--- config.mk ---
export PLATFORM = sky130hd
export DESIGN_NAME = prefetch_req_arbiter
export DESIGN_NICKNAME = d
export VERILOG_FILES = /design/src/rtl/prefetch_req_arbiter.sv
export SDC_FILE = /design/constraint.sdc
export NUM_CORES = 1
export LEC_CHECK = 0
export CAP_MARGIN = 20
export CELL_PAD_IN_SITES_DETAIL_PLACEMENT = 1
export CELL_PAD_IN_SITES_GLOBAL_PLACEMENT = 2
export CORE_MARGIN = 1
export CORE_UTILIZATION = 23
export DETAILED_ROUTE_END_ITERATION = 8
export HOLD_SLACK_MARGIN = 0.08
export PLACE_DENSITY = 0.84
export SYNTH_ARGS = -nofsm -noshare
export SYNTH_HDL_FRONTEND = slang
export SYNTH_SLANG_ARGS = --single-unit
--- constraint.sdc ---
create_clock -name clk -period 4 [get_ports clk]
set_input_delay 0.8 -clock clk [delete_from_list [all_inputs] [get_ports clk]]
set_output_delay 0.8 -clock clk [all_outputs]
set_load 0.05 [all_outputs]
--- src/rtl/prefetch_req_arbiter.sv ---
// Shares the memory read-request port between demand reads and NUM_PF prefetchers,
// with per-source holding slots, starvation guard and outstanding-read tracking.
module prefetch_req_arbiter #(
  parameter int unsigned ADDR_BITS    = 64,
  parameter int unsigned NUM_PF       = 2,
  parameter int unsigned CNT_BITS     = 6,
  parameter int unsigned STARVE_LIMIT = 4,
  parameter int unsigned SRC_BITS     = $clog2(NUM_PF + 1)
) (
  input  logic                         clk,
  input  logic                         reset,
  input  logic                         dmdReqValid,
  input  logic [ADDR_BITS-1:0]         dmdReqAddr,
  output logic                         dmdReqReady,
  input  logic [NUM_PF-1:0]            pfReqValid,
  input  logic [NUM_PF*ADDR_BITS-1:0]  pfReqAddr,
  input  logic [NUM_PF-1:0]            pfFlush,
  output logic [NUM_PF-1:0]            pfSlotFree,
  output logic [NUM_PF-1:0]            pfDropped,
  output logic                         memReqValid,
  output logic [ADDR_BITS-1:0]         memReqAddr,
  output logic [SRC_BITS-1:0]          memReqSrc,
  input  logic                         memReqReady,
  input  logic                         memRspValid,
  input  logic [SRC_BITS-1:0]          memRspSrc,
  input  logic [CNT_BITS-1:0]          outstandingLimit,
  output logic [NUM_PF*CNT_BITS-1:0]   pfOutstandingCnt,
  output logic                         rspErr
);

  localparam int unsigned StBits  = $clog2(STARVE_LIMIT + 1);
  localparam int unsigned PtrBits = (NUM_PF > 1) ? $clog2(NUM_PF) : 1;

  logic [NUM_PF-1:0]    slot_vld_q, slot_vld_d;
  logic [ADDR_BITS-1:0] slot_addr_q [NUM_PF];
  logic [ADDR_BITS-1:0] slot_addr_d [NUM_PF];
  logic [NUM_PF-1:0]    drop_q, drop_d;
  logic                 out_vld_q, out_vld_d;
  logic [ADDR_BITS-1:0] out_addr_q, out_addr_d;
  logic [SRC_BITS-1:0]  out_src_q, out_src_d;
  logic [CNT_BITS-1:0]  cnt_q [NUM_PF];
  logic [CNT_BITS-1:0]  cnt_d [NUM_PF];
  logic                 rsp_err_q, rsp_err_d;
  logic [StBits-1:0]    starve_q, starve_d;
  logic [PtrBits-1:0]   rr_q, rr_d;

  logic                 can_load, starved, any_occ, pf_any, dmd_grant, pf_grant;
  logic [NUM_PF-1:0]    eligible;
  logic [PtrBits-1:0]   pf_sel, cand;

  assign can_load = ~out_vld_q | memReqReady;
  assign starved  = (starve_q == StBits'(STARVE_LIMIT));
  assign any_occ  = |slot_vld_q;

  always_comb begin
    eligible = '0;
    for (int i = 0; i < NUM_PF; i++) begin
      eligible[i] = slot_vld_q[i] & ~pfFlush[i] & (cnt_q[i] < outstandingLimit);
    end
  end

  // Round-robin search starting at the pointer.
  always_comb begin
    pf_any = 1'b0;
    pf_sel = '0;
    cand   = '0;
    for (int k = 0; k < NUM_PF; k++) begin
      cand = PtrBits'((int'(rr_q) + k) % NUM_PF);
      if (!pf_any && eligible[cand]) begin
        pf_any = 1'b1;
        pf_sel = cand;
      end
    end
  end

  assign dmd_grant = ~reset & can_load & dmdReqValid & ~(starved & pf_any);
  assign pf_grant  = ~reset & can_load & pf_any & ~dmd_grant;

  always_comb begin
    slot_vld_d = slot_vld_q;
    slot_addr_d = slot_addr_q;
    drop_d     = '0;
    cnt_d      = cnt_q;
    rsp_err_d  = rsp_err_q;
    for (int i = 0; i < NUM_PF; i++) begin
      logic inc, dec;
      inc = pf_grant && (pf_sel == PtrBits'(i));
      dec = memRspValid && (memRspSrc == SRC_BITS'(i + 1));
      if (inc || pfFlush[i]) slot_vld_d[i] = 1'b0;
      if (pfReqValid[i]) begin
        if (!slot_vld_q[i] || pfFlush[i]) begin
          slot_vld_d[i]  = 1'b1;
          slot_addr_d[i] = pfReqAddr[i*ADDR_BITS +: ADDR_BITS];
        end else begin
          drop_d[i] = 1'b1;
        end
      end
      // Grant and completion in one cycle cancel out.
      if (dec && !inc) begin
        if (cnt_q[i] == '0) rsp_err_d = 1'b1;
        else                cnt_d[i]  = cnt_q[i] - CNT_BITS'(1);
      end else if (inc && !dec) begin
        cnt_d[i] = cnt_q[i] + CNT_BITS'(1);
      end
    end
  end

  always_comb begin
    out_vld_d  = out_vld_q;
    out_addr_d = out_addr_q;
    out_src_d  = out_src_q;
    if (can_load) begin
      out_vld_d = dmd_grant | pf_grant;
      if (dmd_grant) begin
        out_addr_d = dmdReqAddr;
        out_src_d  = '0;
      end else if (pf_grant) begin
        out_addr_d = slot_addr_q[pf_sel];
        out_src_d  = SRC_BITS'(pf_sel) + SRC_BITS'(1);
      end
    end
  end

  always_comb begin
    starve_d = starve_q;
    rr_d     = rr_q;
    if (pf_grant || !any_occ)      starve_d = '0;
    else if (dmd_grant && !starved) starve_d = starve_q + StBits'(1);
    if (pf_grant) rr_d = (pf_sel == PtrBits'(NUM_PF - 1)) ? '0 : pf_sel + PtrBits'(1);
  end

  always_ff @(posedge clk) begin
    if (reset) begin
      slot_vld_q <= '0;
      drop_q     <= '0;
      out_vld_q  <= 1'b0;
      out_addr_q <= '0;
      out_src_q  <= '0;
      rsp_err_q  <= 1'b0;
      starve_q   <= '0;
      rr_q       <= '0;
      for (int i = 0; i < NUM_PF; i++) begin
        slot_addr_q[i] <= '0;
        cnt_q[i]       <= '0;
      end
    end else begin
      slot_vld_q  <= slot_vld_d;
      slot_addr_q <= slot_addr_d;
      drop_q      <= drop_d;
      out_vld_q   <= out_vld_d;
      out_addr_q  <= out_addr_d;
      out_src_q   <= out_src_d;
      cnt_q       <= cnt_d;
      rsp_err_q   <= rsp_err_d;
      starve_q    <= starve_d;
      rr_q        <= rr_d;
    end
  end

  assign dmdReqReady = dmd_grant;
  assign pfSlotFree  = ~slot_vld_q;
  assign pfDropped   = drop_q;
  assign memReqValid = out_vld_q;
  assign memReqAddr  = out_addr_q;
  assign memReqSrc   = out_src_q;
  assign rspErr      = rsp_err_q;

  for (genvar g = 0; g < NUM_PF; g++) begin : g_cnt_out
    assign pfOutstandingCnt[g*CNT_BITS +: CNT_BITS] = cnt_q[g];
  end

endmodule

Yosys cells after proc, flatten, opt, wreduce, memory -nomap -nowiden
Cells that the tools add are included.
{ "word_totals": {"latchBits": 0, "ramBits": 0, "register_bits": 216, "wordCells": 126, "memories": 0, "mem_bits_ro": 0} }
{ "classes": {"n_lt_le_gt_ge": 5, "mux": 34, "n_bitwise": 23, "reduce_logical": 38, "mul": 0, "n_eq_ne": 5, "n_addsub": 8, "n_div": 0, "shift": 0} }
{ "ops": {"columns": ["op", "n"], "rows": [
  ["64-bit 2-to-1 mux", 5],
  ["6-bit 2-to-1 mux", 6],
  ["1-bit 2-to-1 mux", 21],
  ["6-bit by 1-bit adder with 6-bit output, second input constant", 2],
  ["6-bit zero test", 2],
  ["6-bit less-than comparator", 2],
  ["6-bit by 1-bit subtractor with 6-bit output, second input constant", 2],
  ["1-bit AND", 10],
  ["1-bit logical AND", 10],
  ["2-bit AND reduction", 5],
  ["1-bit zero test", 9],
  ["1-bit inverter", 9],
  ["2-bit OR reduction", 4],
  ["2-bit nonzero test", 3],
  ["1-bit logical OR", 5],
  ["1-bit by 2-bit less-than comparator with 1-bit output, second input constant", 2],
  ["2-bit 2-to-1 mux", 2],
  ["2-bit != test, second input constant", 2],
  ["3-bit by 1-bit adder with 3-bit output, second input constant", 1],
  ["3-bit == test, second input constant", 1],
  ["1-bit adder, second input constant", 2],
  ["1-bit by 1-bit adder with 2-bit output, second input constant", 1],
  ["2-bit by 1-bit == test with 1-bit output, second input constant", 1],
  ["2-bit == test, second input constant", 1],
  ["other kinds (4)", 5]
]} }

Depth between registers and ports, before layout
{ "logic_depth": {"depth_word": 20, "depth_mapped": 16, "mapped_depth_nobuf": 15} }

Least setup slack after synthesis
OpenSTA, ideal clock, no wires.
{ "synth_timing": {"path_kind": "input-to-reg", "startpoint": "in outstandingLimit[3]", "endpoint": "reg cnt_q (netlist bit pfOutstandingCnt[5])", "t_arrival_ps": 4028, "stages": 16, "setup_time_ps": 121, "slack_ps": -148, "path_cell_list": "inv_1 ha_1 a21o_1 a2111oi_4 o21ai_2 a211oi_4 clkbuf_1 or2_2 inv_1 ha_1 a211oi_1 o21bai_1 a21oi_1 a31oi_1 mux2i_1 mux2_2"} }
{ "synth_between": {"elab_chain_len": 18} }
{ "synth_lines": {"columns": ["element", "line_no", "rtl"], "rows": [
  ["from (decl)", "26", "input logic [CNT_BITS-1:0] outstandingLimit,"],
  ["6-bit less-than comparator", "58", "eligible[i] = slot_vld_q[i] & ~pfFlush[i] & (cnt_q[i] < outstandingLimit);"],
  ["1-bit AND", "58", null],
  ["1-bit 2-to-1 mux (not written as such) (2 in a row)", "69", "if (!pf_any && eligible[cand]) begin"],
  ["1-bit 2-to-1 mux", "69", null],
  ["1-bit zero test", "69", null],
  ["1-bit logical AND", "69", null],
  ["1-bit 2-to-1 mux", "69", null],
  ["1-bit AND", "76", "assign dmd_grant = ~reset & can_load & dmdReqValid & ~(starved & pf_any);"],
  ["1-bit inverter", "76", null],
  ["1-bit AND", "76", null],
  ["1-bit inverter", "77", "assign pf_grant = ~reset & can_load & pf_any & ~dmd_grant;"],
  ["1-bit AND", "77", null],
  ["1-bit logical AND *", "87", "inc = pf_grant && (pf_sel == PtrBits'(i));"],
  ["1-bit zero test", "99", "if (dec && !inc) begin"],
  ["1-bit logical AND", "99", null],
  ["2-bit != test (no source line) / 2-bit nonzero test (equally long branches)", null, null],
  ["2-bit AND reduction (no source line)", null, null],
  ["to (signal assigned)", "153", "cnt_q <= cnt_d;"],
  ["to (decl)", "41", "logic [CNT_BITS-1:0] cnt_q [NUM_PF];"]
]} }
Mark *: on every way between the ends. The rest lies on a longest branch, timed or not. The select of a mux whose other input is x is not followed.
A chain may end at the register's enable or synchronous reset.

Final worst setup path
{ "layout_timing": {"startpoint": "in outstandingLimit[4]", "endpoint": "reg cnt_q (netlist bit pfOutstandingCnt[5])"} }
The elaborated chain is that of the path after synthesis.

==> impl_metrics.json <==
{
  "synth_ff_type": "dfxtp_1",
  "worst_setup_path_start_kind": "primary input",
  "vdd_drop_max_v": 0.000294,
  "routed_wl_um": 39100,
  "power_density_nw_per_um2": 421,
  "maxCapViolations": 0,
  "clk_pin_slew_ps": 60,
  "first_pass_iters": 4,
  "stdcell_area_um2": 13900,
  "ctsHoldBuffers": 0,
  "worst_hold_slack_ps": 455,
  "dieHeight_um": 202,
  "path_max_fanout": 4,
  "place_congestion": 0.808,
  "rows": 73,
  "crit_type": "primary input to flop",
  "critPathSlowestCell": "clkdlybuf4s50_1",
  "cts-buffers-inserted": 27,
  "arrival_ps": 4310,
  "synth-seq-cells": 216,
  "synth-seq-area-share_pct": 46.8,
  "clock_latency_ps": 540,
  "h-tree-depth": 1,
  "first_iter_violations": 415,
  "status": "complete, no violations",
  "synthesis.area_um2": 9240,
  "cts_root_buf": "clkbuf_16",
  "synth-edff-count": 0,
  "boundaryPins": 294,
  "yosys.area.top_type_share_pct": 46.8,
  "synth_area_leaders": "dfxtp_1 (47%), nand2_1 (13%), a21oi_1 (7.6%)",
  "cp_data_required_time_ps": 4420,
  "cts_resized": 0,
  "crit_family": "compound AO/OA/AOI/OAI gates",
  "ys_warn_count": 0,
  "fillCellCount": 4700,
  "place_worst_setup_slack_ps": -458,
  "critPathCaptureType": "flop",
  "globalRouteTotalUtil_pct": 18.9,
  "area_delta_synth_final_pct": 50.8,
  "hold_violations": 0,
  "fp.dieArea_um2": 41000,
  "syn-instance-count": 1170,
  "cts_setup_buffers": 0,
  "multiInputGateArea_um2": 4560,
  "synth_top_area_cell": "dfxtp_1",
  "max_stage_delay_ps": 460,
  "layout.nets": 1678,
  "regArea_um2": 4320,
  "cts_max_path_buffers": 3,
  "fmax_mhz": 257,
  "crit_chain": "clkdlybuf4s50_1 -> inv_1 -> ha_1 -> and2_1 -> a2111oi_4 -> o21ai_4 -> a211oi_4 -> or2_2 -> inv_1 -> ha_1 -> a211oi_2 -> o21bai_1 -> a21oi_1 -> a31oi_1 -> mux2i_1 -> mux2_2",
  "setup_viol": 0,
  "dpl.hpwl_um": 24800,
  "vias": 9633,
  "drtAntennaViolNets": 0,
  "port_buffers": 293,
  "via_per_inst": 4.82,
  "drv_slew": 0,
  "cts_num_sinks": 216,
  "syn_avg_cell_area_um2": 7.89,
  "drive_gt1_share_pct": 8.51,
  "grt_overflow_total": 0,
  "tritoncts": "yes",
  "core_area_um2": 39600,
  "grt_pass1_vias": 10300,
  "final_cell_mix": "nand2_1 (320), clkdlybuf4s50_1 (291), dfxtp_1 (216)",
  "leakage_nw": 5.17,
  "critPathBufInv": 3,
  "max_slew_margin_pct": 33.5,
  "hold_path.class": "flop to flop",
  "timing.final.crit_share_pct": 97.2,
  "grt_pass1_wl_um": 60100,
  "dieWidth_um": 202,
  "grt_max_degree": 82,
  "wire_per_inst_um": 19.6,
  "worstMarginPinSlew_ps": 997,
  "post-route-min-period_ps": 3890,
  "antenna_found_initial": 5,
  "drc": 0,
  "final_common_cell": "nand2_1",
  "synthArstFlopShare_pct": 0,
  "synthDistinctLibCells": 42,
  "placed_area_um2": 13000,
  "syn_nets": 1401,
  "start_util_pct": 23.3,
  "setup_ws_ps": 114,
  "fin_skew_ps": 17.3
}
metal layers:
layer | GRT usage, % | wire length [um] | part of all wire, %
met5 | 0 | 0 | 0
met4 | 6.77 | 1240 | 3.2
met3 | 3.55 | 2040 | 5.2
met2 | 31.9 | 18700 | 48
met1 | 23.8 | 17100 | 44
metrics by stage:
| step | instances | total power [mW] | TNS, ps | utilization (%) |
|---|---|---|---|---|
| 6_report | 1998 | 5.86 | 0 | 35.1 |
| 5_1_grt | 1997 | 6.12 | -39.1 | 35.1 |
| 4_1_cts | 1993 | 5.95 | 0 | 35.1 |
| 3_5_place_dp | 1943 | 3.46 | -947 | 32.8 |
| 2_1_floorplan | 1170 | 2.92 | 0 | - |
| 3_3_place_gp | 1943 | 3.44 | -568 | 32.8 |
tightest hold or removal path, cell delays in order, from the launching register on:
cell and delay [ps]:
dfxtp_1 310, nand2_1 50, a21oi_1 50
path summary, 6_finish.rpt:
| path | end | cells past startpoint | slack (ps) | from |
|---|---|---|---|---|
| worst min register to register | slot_addr_q[102] | 2 | 450 | slot_addr_q[102] |
| worst min-delay path | slot_addr_q[102] | 2 | 450 | slot_addr_q[102] |
| worst max register to register | pfOutstandingCnt[5] | 14 | 430 | pfOutstandingCnt[4] |
| worst max-delay path | pfOutstandingCnt[5] | 16 | 110 | outstandingLimit[4] |
logic make-up (layout without fill, tap and decap cells):
kind of cell    count (synthesis)  after routing  synth area share (%)
compound gates                367            367                  23.8
xor+xnor                        6              6                 0.569
fa+ha+maj                      22             22                  3.14
buf+inv                       114            412                  4.78
flops                         216            216                  46.8
mux                            17             17                  1.95
other cells                     0              5                     0
simple gates                  428            428                  18.9
cell type report:
cell class | instances | area share, %
multi-input cells | 840 | 32.8
flip-flops and latches | 216 | 31.1
repair buffers | 339 | 24.3
clock buffers | 36 | 5.45
well taps | 525 | 4.72
clock inverters | 14 | 0.943
inverters | 23 | 0.620
diodes | 5 | 0.0899
where the power goes:
group          internal, mW  switching (mW)  leakage [nW]
Sequential             2.29          0.0750          1.78
Combinational         0.434           0.613          2.96
Clock                  1.46           0.991         0.438
cells in the mapped netlist (all sizes together) (16+ instances only):
cell type  number
a21oi         141
a31oi          50
a32o           16
a32oi          16
clkbuf         81
dfxtp         216
ha             20
inv            23
nand2         322
nand3          52
nor2           23
o21ai         102
o21bai         18
sequential cells by signal, summed over array words and instances, names as in the netlist:
signal	count
slot_addr_q	128
memReqAddr	64
pfOutstandingCnt	12
starve_q	3
memReqSrc	2
pfDropped	2
slot_vld_q	2
memReqValid	1
rr_q	1
rspErr	1
No activity file was read; power rests on OpenSTA's default activity.
